===== config.mk =====
export PLATFORM = sky130hd
export DESIGN_NAME = envelope_detector
export DESIGN_NICKNAME = d
export VERILOG_FILES = /design/src/rtl/envelope_detector.sv
export SDC_FILE = /design/constraint.sdc
export NUM_CORES = 1
export LEC_CHECK = 0
export BUFFER_PORTS_ARGS = -buffer_cell sky130_fd_sc_hd__clkbuf_2
export CORE_MARGIN = 2
export CORE_UTILIZATION = 55
export CTS_BUF_LIST = sky130_fd_sc_hd__clkbuf_16
export DETAILED_ROUTE_END_ITERATION = 8
export GPL_ROUTABILITY_DRIVEN = 0
export GPL_TIMING_DRIVEN = 0
export HOLD_SLACK_MARGIN = 0.02
export PLACE_DENSITY_LB_ADDON = 0.15
export SKIP_LAST_GASP = 1
export SLEW_MARGIN = 20
export SYNTH_ARGS = -nofsm -noshare
export SYNTH_HDL_FRONTEND = slang
export SYNTH_SLANG_ARGS = --single-unit

===== constraint.sdc =====
create_clock -name clk -period 8.6 [get_ports clk]
set_clock_uncertainty 0.15 [all_clocks]
set_input_delay 1.29 -clock clk [delete_from_list [all_inputs] [get_ports clk]]
set_output_delay 1.29 -clock clk [all_outputs]
set_load 0.005 [all_outputs]

===== src/rtl/envelope_detector.sv =====
// Envelope detector for SC16 I/Q streams.
// Each sample's magnitude is approximated as alpha*max(|I|,|Q|) + beta*min(|I|,|Q|) over
// four pipeline stages. The envelope is then taken from one of three runtime-selected
// post-processing modes: raw, exponential smoothing, or peak-hold with decay.
// Output word is {mag, env}. A single stall enable freezes every stage together, so
// backpressure never drops or duplicates a sample.
module envelope_detector #(
  parameter int         SAMP_WIDTH    = 16,
  parameter int         ALPHA_NUM     = 61,
  parameter int         ALPHA_SHIFT   = 6,
  parameter int         BETA_NUM      = 13,
  parameter int         BETA_SHIFT    = 5,
  parameter logic [7:0] SR_ENV_CONFIG = 8'd130
) (
  input  logic                    clk,
  input  logic                    reset,
  input  logic                    set_stb,
  input  logic [7:0]              set_addr,
  input  logic [31:0]             set_data,
  input  logic [2*SAMP_WIDTH-1:0] i_tdata,
  input  logic                    i_tlast,
  input  logic                    i_tvalid,
  output logic                    i_tready,
  output logic [2*SAMP_WIDTH-1:0] o_tdata,
  output logic                    o_tlast,
  output logic                    o_tvalid,
  input  logic                    o_tready
);

  localparam int SW = SAMP_WIDTH;
  // Products are kept at twice the sample width; coefficients are assumed < 2^SW.
  localparam int PW = 2 * SAMP_WIDTH;

  localparam logic [SW-1:0] ALPHA_C = SW'(ALPHA_NUM);
  localparam logic [SW-1:0] BETA_C  = SW'(BETA_NUM);
  localparam logic [SW-1:0] MAG_MAX = {SW{1'b1}};
  localparam logic [SW-1:0] ZERO_SW = {SW{1'b0}};

  localparam logic [1:0] MODE_EMA  = 2'd1;
  localparam logic [1:0] MODE_PEAK = 2'd2;

  // Absolute value of a two's complement component. The most negative code has no
  // positive counterpart, so it clamps to the largest positive value.
  function automatic logic [SW-1:0] abs_sat(input logic [SW-1:0] x);
    logic [SW-1:0] r;
    if (x == {1'b1, {(SW-1){1'b0}}}) begin
      r = {1'b0, {(SW-1){1'b1}}};
    end else if (x[SW-1]) begin
      r = ~x + {{(SW-1){1'b0}}, 1'b1};
    end else begin
      r = x;
    end
    return r;
  endfunction

  // Zero-extended full-width product of a magnitude and a coefficient.
  function automatic logic [PW-1:0] mul_full(input logic [SW-1:0] a, input logic [SW-1:0] b);
    return {{SW{1'b0}}, a} * {{SW{1'b0}}, b};
  endfunction

  // Pipeline enable and configuration
  logic          en_s;
  logic [1:0]    cfg_mode_r;
  logic [3:0]    cfg_k_r;
  logic          cfg_clr_r;

  // Stage registers
  logic          v1_r, v2_r, v3_r;
  logic          last1_r, last2_r, last3_r;
  logic [SW-1:0] abs_i_r, abs_q_r;
  logic [SW-1:0] mx_r, mn_r;
  logic [PW-1:0] pa_r, pb_r;

  // Envelope state and output registers
  logic [SW-1:0] env_r;
  logic [SW-1:0] mag_r, env_out_r;

  // Stage-4 combinational results
  logic [PW:0]          mag_sum_s;
  logic [SW-1:0]        mag_s;
  logic [SW-1:0]        env_next_s;
  logic [SW-1:0]        peak_dec_s;
  logic signed [SW:0]   diff_s;
  logic signed [SW:0]   step_s;
  logic signed [SW:0]   ema_s;
  logic                 unused_s;

  // The whole pipeline advances whenever the output slot is empty or being drained.
  assign en_s     = ~o_tvalid | o_tready;
  assign i_tready = en_s;
  assign o_tdata  = {mag_r, env_out_r};

  // Config bits that have no function, plus the EMA sum's sign bit, which is always
  // zero because the smoothed value stays between env and mag.
  assign unused_s = ^{set_data[31:9], set_data[3:2], ema_s[SW]};

  // Capture the configuration word from the settings bus.
  always_ff @(posedge clk) begin
    if (reset) begin
      cfg_mode_r <= 2'd0;
      cfg_k_r    <= 4'd0;
      cfg_clr_r  <= 1'b0;
    end else if (set_stb && (set_addr == SR_ENV_CONFIG)) begin
      cfg_mode_r <= set_data[1:0];
      cfg_k_r    <= set_data[7:4];
      cfg_clr_r  <= set_data[8];
    end else begin
      cfg_mode_r <= cfg_mode_r;
      cfg_k_r    <= cfg_k_r;
      cfg_clr_r  <= cfg_clr_r;
    end
  end

  // S1: take saturated absolute values of I and Q.
  always_ff @(posedge clk) begin
    if (reset) begin
      v1_r    <= 1'b0;
      last1_r <= 1'b0;
      abs_i_r <= ZERO_SW;
      abs_q_r <= ZERO_SW;
    end else if (en_s) begin
      v1_r    <= i_tvalid;
      last1_r <= i_tlast;
      abs_i_r <= abs_sat(i_tdata[PW-1:SW]);
      abs_q_r <= abs_sat(i_tdata[SW-1:0]);
    end else begin
      v1_r    <= v1_r;
      last1_r <= last1_r;
      abs_i_r <= abs_i_r;
      abs_q_r <= abs_q_r;
    end
  end

  // S2: sort the two magnitudes into max and min.
  always_ff @(posedge clk) begin
    if (reset) begin
      v2_r    <= 1'b0;
      last2_r <= 1'b0;
      mx_r    <= ZERO_SW;
      mn_r    <= ZERO_SW;
    end else if (en_s) begin
      v2_r    <= v1_r;
      last2_r <= last1_r;
      if (abs_i_r >= abs_q_r) begin
        mx_r <= abs_i_r;
        mn_r <= abs_q_r;
      end else begin
        mx_r <= abs_q_r;
        mn_r <= abs_i_r;
      end
    end else begin
      v2_r    <= v2_r;
      last2_r <= last2_r;
      mx_r    <= mx_r;
      mn_r    <= mn_r;
    end
  end

  // S3: scale max by alpha and min by beta numerators at full precision.
  always_ff @(posedge clk) begin
    if (reset) begin
      v3_r    <= 1'b0;
      last3_r <= 1'b0;
      pa_r    <= {PW{1'b0}};
      pb_r    <= {PW{1'b0}};
    end else if (en_s) begin
      v3_r    <= v2_r;
      last3_r <= last2_r;
      pa_r    <= mul_full(mx_r, ALPHA_C);
      pb_r    <= mul_full(mn_r, BETA_C);
    end else begin
      v3_r    <= v3_r;
      last3_r <= last3_r;
      pa_r    <= pa_r;
      pb_r    <= pb_r;
    end
  end

  // S4 combinational: finish the magnitude, then compute the candidate envelope.
  always_comb begin
    mag_sum_s = {1'b0, pa_r >> ALPHA_SHIFT} + {1'b0, pb_r >> BETA_SHIFT};
    if (|mag_sum_s[PW:SW]) begin
      mag_s = MAG_MAX;
    end else begin
      mag_s = mag_sum_s[SW-1:0];
    end
    // Exponential smoothing: signed difference, arithmetic shift rounds toward -inf.
    diff_s     = $signed({1'b0, mag_s}) - $signed({1'b0, env_r});
    step_s     = diff_s >>> cfg_k_r;
    ema_s      = $signed({1'b0, env_r}) + step_s;
    // Peak hold: decay the held value by env/2^k unless the new magnitude is higher.
    peak_dec_s = env_r - (env_r >> cfg_k_r);
    case (cfg_mode_r)
      MODE_EMA: begin
        env_next_s = ema_s[SW-1:0];
      end
      MODE_PEAK: begin
        if (mag_s > peak_dec_s) begin
          env_next_s = mag_s;
        end else begin
          env_next_s = peak_dec_s;
        end
      end
      default: begin
        env_next_s = mag_s;
      end
    endcase
  end

  // Envelope state advances only with real samples. A packet end can clear it so the
  // next packet starts from zero; the tlast sample itself still reports its own result.
  always_ff @(posedge clk) begin
    if (reset) begin
      env_r <= ZERO_SW;
    end else if (en_s && v3_r) begin
      if (cfg_clr_r && last3_r) begin
        env_r <= ZERO_SW;
      end else begin
        env_r <= env_next_s;
      end
    end else begin
      env_r <= env_r;
    end
  end

  // S4 output registers. Data is held through stalls and bubbles.
  always_ff @(posedge clk) begin
    if (reset) begin
      o_tvalid  <= 1'b0;
      o_tlast   <= 1'b0;
      mag_r     <= ZERO_SW;
      env_out_r <= ZERO_SW;
    end else if (en_s) begin
      o_tvalid <= v3_r;
      o_tlast  <= v3_r & last3_r;
      if (v3_r) begin
        mag_r     <= mag_s;
        env_out_r <= env_next_s;
      end else begin
        mag_r     <= mag_r;
        env_out_r <= env_out_r;
      end
    end else begin
      o_tvalid  <= o_tvalid;
      o_tlast   <= o_tlast;
      mag_r     <= mag_r;
      env_out_r <= env_out_r;
    end
  end

endmodule


==> qor.csv, run 1 <==
stage;metric;value;unit
worst_setup_path;r2r-end;env_out_r[15];
hold_path;hold_start;v1_r;
global_route;grt_max_degree;17;
clock_tree;cts_tree;built;
worst_setup_path;critPathArrivalTime;8370;ps
synthesis;synth_nets;2131;
route;drt-total-wl;45.41;mm
layout;antenna_cells;0;
synthesis;synth_top_area_share;21.46;%
route;vias;14070;
worst_setup_path;critPathSlowestCell;or4_1;
placed_design;dp.cells;2243;
route;viasPerCell;6.186;
flow_run;maxCapViolations;0;
floorplanning;rows;59;
route;first_pass_iters;6;
sta;hold_viol;0;
clock_tree;htreeDepth;4;
sta;fin_crit_sh;95.75;%
route;drc;0;
layout;drive_above_1_share;8.557;%
synthesis;yosysUniqueCellTypes;84;
layout;final_cells;2275;
route;wire_per_inst;19.96;µm
global_route;grt_pass1_wl;72.34;mm
worst_setup_path;crit_required;8740;ps
synthesis;ys.flop_type;dfxtp_1;
layout;fin_util;62.02;%
synthesis;netlist_instances;1821;
global_route;grtUsageTotal;32.68;%
global_route;grt_pass1_vias;14000;
hold_path;min_path_cells;2;
floorplanning;start_util;56.23;%
synthesis;netlist_area;14740;µm²
worst_setup_path;reg2reg_from;pb_r[5];
sta;max_freq;121.4;MHz
sta;tightest_slew;990.4;ps
power;p_leak;0.007389;µW
placed_design;dp_hpwl;36.42;mm
worst_setup_path;cp-end-kind;flop;
worst_setup_path;path_class;reg2reg;
synthesis;yosysSeqAreaShare;21.46;%
power;peakVddDrop;0.2068;mV
sta;setup_viol;0;
placed_design;numPortBuffers;87;
sta;fin_crit;8234;ps
worst_setup_path;start_kind;flop;
floorplanning;die_h;167.7;µm
synthesis;synth_edf_count;0;
hold_path;hp-class;reg2reg;
synthesis;ys_warn_count;0;
worst_setup_path;r2r_slack;370;ps
layout;fin_nets;2238;
clock_tree;clkLatencyLatePin;440;ps
clock_tree;numCtsBuffers;17;
synthesis;synthTopCellsByArea;dfxtp_1, ha_1, fa_1, nor2_1, nand2_1;
route;dr.first_iter.drc_count;1061;
floorplanning;die_w;167.7;µm
clock_tree;cts_buffer_depth;2;
floorplanning;num_io_pins;113;
sta;maxSlewViolCount;0;
worst_setup_path;worstRegToRegCells;29;
clock_tree;clock_sinks;158;
layout;synthToLayoutAreaGrowth;10.29;%
sta;relSlewSlack;33.97;%
floorplanning;core_area;26210;µm²
clock_tree;cts_root_buffer;clkbuf_16;
global_route;grt_overflow;0;
worst_setup_path;cp_slowest_stage_delay;580;ps
power;power_density;419.7;nW/µm²
hold_path;min_to;v1_r;
synthesis;synth_area_leader_cell;dfxtp_1;
synthesis;synth.ff_latch_count;158;
worst_setup_path;crit_fanout;10;
status;status;complete, no violations;
sta;rsz0062_at_grt;no;
floorplanning;die-area;28120;µm²
clock_tree;path_clk_slew;70;ps
synthesis;avgSynthCellArea;8.093;µm²
route;postRouteAntennaNets;0;
synthesis;synth-async-reset-ratio;0;%
global_route;antenna_found_initial;0;
clock_tree;cts_hold_buffers;0;
## metal layers
metal / track usage, % / part of all wire [%]
met1: 36.83 / 39
met2: 58.09 / 48
met3: 4.254 / 5.6
met4: 21.47 / 7.5
met5: 0 / 0
## sequential cells by signal (all words and copies together) (netlist names), 2 cells and up
register / cells
env_out_r: 16
abs_i_r: 16
pa_r: 16
mn_r: 16
mag_r: 16
abs_q_r: 16
cfg_k_r: 4
cfg_mode_r: 2
mx_r: 16
pb_r: 15
env_r: 16
## metrics by stage
stage               setup WS, ps  hold WS (ps)  TNS (ps)  total power, µW  area, µm²
floorplan                   1225         282.1         0             4628      14740
detailed placement        -278.6         295.4    -584.4             5833      15590
global route               93.18         326.5         0             7320      16250
global placement          -176.9         291.9    -300.0             5696      15590
finish                     365.5         305.4         0             6822      16250
CTS                        111.6         303.7         0             6672      16210
## power breakdown
part | leakage (µW) | switching [µW] | total (µW) | internal, µW
clock | 0.000274 | 350 | 782 | 432
combinational | 0.00582 | 2930 | 5050 | 2120
sequential | 0.00130 | 143 | 985 | 843
total | 0.00739 | 3430 | 6820 | 3400
## worst max path at each step
| stage | endpoint | startpoint | cells after the start | slack, ps |
|---|---|---|---|---|
| floorplan | env_out_r[15] | pa_r[6] | 30 | 1220 |
| global placement | env_out_r[15] | pb_r[5] | 30 | -180 |
| detailed placement | env_out_r[15] | pb_r[5] | 30 | -280 |
| CTS | env_out_r[15] | pb_r[5] | 29 | 110 |
| global route | env_out_r[15] | pb_r[5] | 29 | 90 |
| finish | env_out_r[15] | pb_r[5] | 29 | 370 |
## area by class of cell
class | count | area (µm²)
Timing Repair Buffer | 89 | 450.4
Multi-Input combinational cell | 1433 | 10730
Inverter | 146 | 548.0
Buffer | 83 | 361.6
Clock buffer | 17 | 425.4
Clock inverter | 14 | 156.4
Fill cell | 2368 | 9953
Sequential cell | 158 | 3163
Tap cell | 335 | 419.2
## cells in the mapped netlist, drive strengths merged, types with 10 or more instances
master	number
a21oi	110
inv	144
o31ai	10
fa	57
o211ai	22
nand3	27
o21ai	82
nor2b	21
or2	17
a2111oi	37
nand2b	24
or3	10
nor2	202
o21a	23
xor2	52
nand2	165
nor3	61
dfxtp	158
a211oi	48
a221oi	27
and2	10
a21o	36
a31oi	13
mux2i	32
ha	175
clkbuf	75
nand4	10
xnor2	47
## cells in the final DEF, fill, tap and decap left out, types with 7 or more instances in the layout
cell	n
or3_1	10
a21oi_1	109
o21bai_1	8
o21ai_0	72
nand3_1	27
nor3_1	61
a31oi_1	13
a2111oi_0	36
inv_1	143
ha_1	175
o31ai_1	10
a211oi_1	47
fa_1	57
clkbuf_16	17
mux2i_1	32
and2_1	10
nand4_1	10
xor2_1	52
xnor2_1	46
a221oi_1	24
and3_1	8
a21o_1	35
o21ai_1	10
clkbuf_1	68
mux4_2	7
dfxtp_1	158
o211ai_1	21
o21a_1	23
buf_1	8
clkbuf_2	88
or2_2	14
nor2b_1	20
nand2b_1	24
nand2_1	164
nor2_1	200
## repair_timing
action / CTS / global route
setup endpoints to repair: 4 / 10
endpoints found under the hold margin: 0 / 0
pin swaps: 0 / 1
gates resized for setup: 7 / 8
setup buffers: 0 / 2
## cell families after synthesis
kind of cell	after synthesis	share of synthesized area, %
AND/OR/NAND/NOR	586	18.27
AO/OA/AOI/OAI	476	22.17
adder cells (fa/ha/maj)	232	22.60
buffers and inverters	230	6.189
flip-flops	158	21.46
XOR/XNOR	99	5.884
multiplexers	40	3.422
## critical path: cells and delay by family (launching register included)
| kind | cells | cell delay, ps |
|---|---|---|
| AOI/OAI and AO/OA | 19 | 4410 |
| and+or+nand+nor | 3 | 880 |
| buffers and inverters | 1 | 250 |
| xor gates and xnor gates | 1 | 190 |
| DFF | 1 | 340 |
| muxes | 1 | 530 |
| adders and majority gates | 4 | 1320 |
No activity file was read; power rests on OpenSTA's default activity.
==> inputs of run 2 (changes only) <==
--- a/config.mk
+++ b/config.mk
@@ -14,6 +14,7 @@
 export GPL_TIMING_DRIVEN = 0
 export HOLD_SLACK_MARGIN = 0.02
 export PLACE_DENSITY_LB_ADDON = 0.15
+export RECOVER_POWER = 25
 export SKIP_LAST_GASP = 1
 export SLEW_MARGIN = 20
 export SYNTH_ARGS = -nofsm -noshare
==> qor.csv, run 2 (synthesis gave the netlist of run 1 again) <==
stage;metric;value;unit;change
sta;fin_ws;379.8;ps;was 365.5 ps
placed_design;post-place-ws;-278.6;ps;unchanged
global_route;grt_pass1_wl;72.34;mm;unchanged
global_route;grt_overflow;0;;unchanged
power;power_density;419.4;nW/µm²;was 419.7 nW/µm²
clock_tree;path_clk_slew;70;ps;about the same
route;postRouteAntennaNets;0;;unchanged
power;p_leak;0.007315;µW;was 0.007389 µW
clock_tree;cts_root_buffer;clkbuf_16;;unchanged
layout;multi_input_area;10730;µm²;unchanged
floorplanning;die_w;167.7;µm;unchanged
sta;relSlewSlack;36.05;%;was 33.97%
layout;fin_util;61.91;%;was 62.02%
placed_design;dp_hpwl;36.42;mm;unchanged
floorplanning;start_util;56.23;%;unchanged
route;viasPerCell;6.190;;was 6.186
clock_tree;cts_hold_buffers;0;;unchanged
layout;synthToLayoutAreaGrowth;10.10;%;was 10.29%
sta;maxSlewViolCount;0;;unchanged
sta;tightest_slew;959.3;ps;was 990.4 ps
sta;max_freq;121.7;MHz;was 121.4 MHz
worst_setup_path;critPathArrivalTime;8350;ps;was 8370 ps
layout;fillers;2378;;was 2368
layout;fin_nets;2238;;unchanged
route;vias;14080;;was 14070
route;drc;0;;unchanged
sta;fin_tns_setup;0;ps;unchanged
route;dr.first_iter.drc_count;1052;;was 1061
layout;drive_above_1_share;7.423;%;was 8.557%
power;p_total;6804;µW;was 6822 µW
layout;design_area;16230;µm²;was 16250 µm²
worst_setup_path;crit_required;8730;ps;was 8740 ps
global_route;antenna_found_initial;0;;unchanged
worst_setup_path;crit_family;compound AO/OA/AOI/OAI gates;;unchanged
route;drt-total-wl;45.44;mm;was 45.41 mm
layout;final_common_cell;nor2_1;;unchanged
worst_setup_path;start_kind;flop;;unchanged
status;status;complete, no violations;;unchanged
clock_tree;clkLatencyLatePin;440;ps;about the same
sta;hold_viol;0;;unchanged
flow_run;maxCapViolations;0;;unchanged
floorplanning;core_area;26210;µm²;unchanged
sta;fin_crit_sh;95.58;%;was 95.75%
clock_tree;clock_sinks;158;;unchanged
floorplanning;rows;59;;unchanged
worst_setup_path;path_class;reg2reg;;unchanged
worst_setup_path;cp_slowest_stage_delay;570;ps;was 580 ps
placed_design;numPortBuffers;87;;unchanged
power;peakVddDrop;0.2064;mV;was 0.2068 mV
worst_setup_path;critPathSlowestCell;or4_1;;unchanged
global_route;grtUsageTotal;32.68;%;unchanged
worst_setup_path;crit_buf_inv;1;;unchanged
floorplanning;num_io_pins;113;;unchanged
layout;antenna_cells;0;;unchanged
clock_tree;htreeDepth;4;;unchanged
sta;setup_viol;0;;unchanged
floorplanning;die-area;28120;µm²;unchanged
layout;seqCellArea;3163;µm²;unchanged
worst_setup_path;cp-end-kind;flop;;unchanged
sta;fin_crit;8220;ps;was 8234 ps
route;wire_per_inst;19.97;µm;was 19.96 µm
floorplanning;die_h;167.7;µm;unchanged
hold_path;hp-class;reg2reg;;unchanged
clock_tree;cts_buffer_depth;2;;unchanged
sta;rsz0062_at_grt;no;;unchanged
layout;mostFrequentLayoutCells;nor2_1, ha_1, nand2_1;;unchanged
worst_setup_path;crit_fanout;10;;unchanged
global_route;grt_max_degree;17;;unchanged
clock_tree;numCtsBuffers;17;;unchanged
route;first_pass_iters;5;;was 6
placed_design;post_dp_cell_area;15590;µm²;unchanged
global_route;grt_pass1_vias;14000;;unchanged
clock_tree;cts_tree;built;;unchanged
[run 2: worst min-delay path, stage by stage (launching register included)]
cell	delay, ps
dfxtp_1	310
nand2_1	50
a21oi_1	50
[run 2: final cells by class]
type	instances	share of cell area [%]
Sequential cell	158	19.49
Clock buffer	17	2.622
Inverter	146	3.378
Clock inverter	14	0.9639
Buffer	83	2.229
Multi-Input combinational cell	1433	66.12
Tap cell	335	2.583
Timing Repair Buffer	89	2.606
[run 2: path summary, 6_finish.rpt]
check	from	end	slack, ps	depth (start not counted)
worst min register to register	v1_r	v1_r	310	2
worst max-delay path	pb_r[5]	env_out_r[15]	380	29
worst max register to register	pb_r[5]	env_out_r[15]	380	29
worst min-delay path	v1_r	v1_r	310	2
[run 2: where the power goes]
part	switching, µW	internal (µW)
sequential	143	843
clock	350	432
combinational	2920	2120
total	3410	3400
[run 2: layer usage]
metal	wire length [µm]	vias up	part of all wire [%]	GRT usage, %
met5	0	-	0	0
met2	22010	592	48	58.09
li1	-	6712	-	-
met3	2623	180	5.8	4.254
met4	3342	0	7.4	21.47
met1	17470	6598	38	36.83
[run 2: per-stage QoR]
step / cells / hold slack (ps)
after floorplan: 1821 / 282.1
after global placement: 2243 / 291.9
after detailed placement: 2243 / 295.4
after CTS: 2274 / 303.7
after global routing: 2275 / 326.5
final: 2275 / 305.4
[run 2: repair_timing]
item,in CTS,in global routing
buffers inserted,0,2
endpoints found under the setup margin,4,10
pin swaps,0,1
resized for setup,7,8
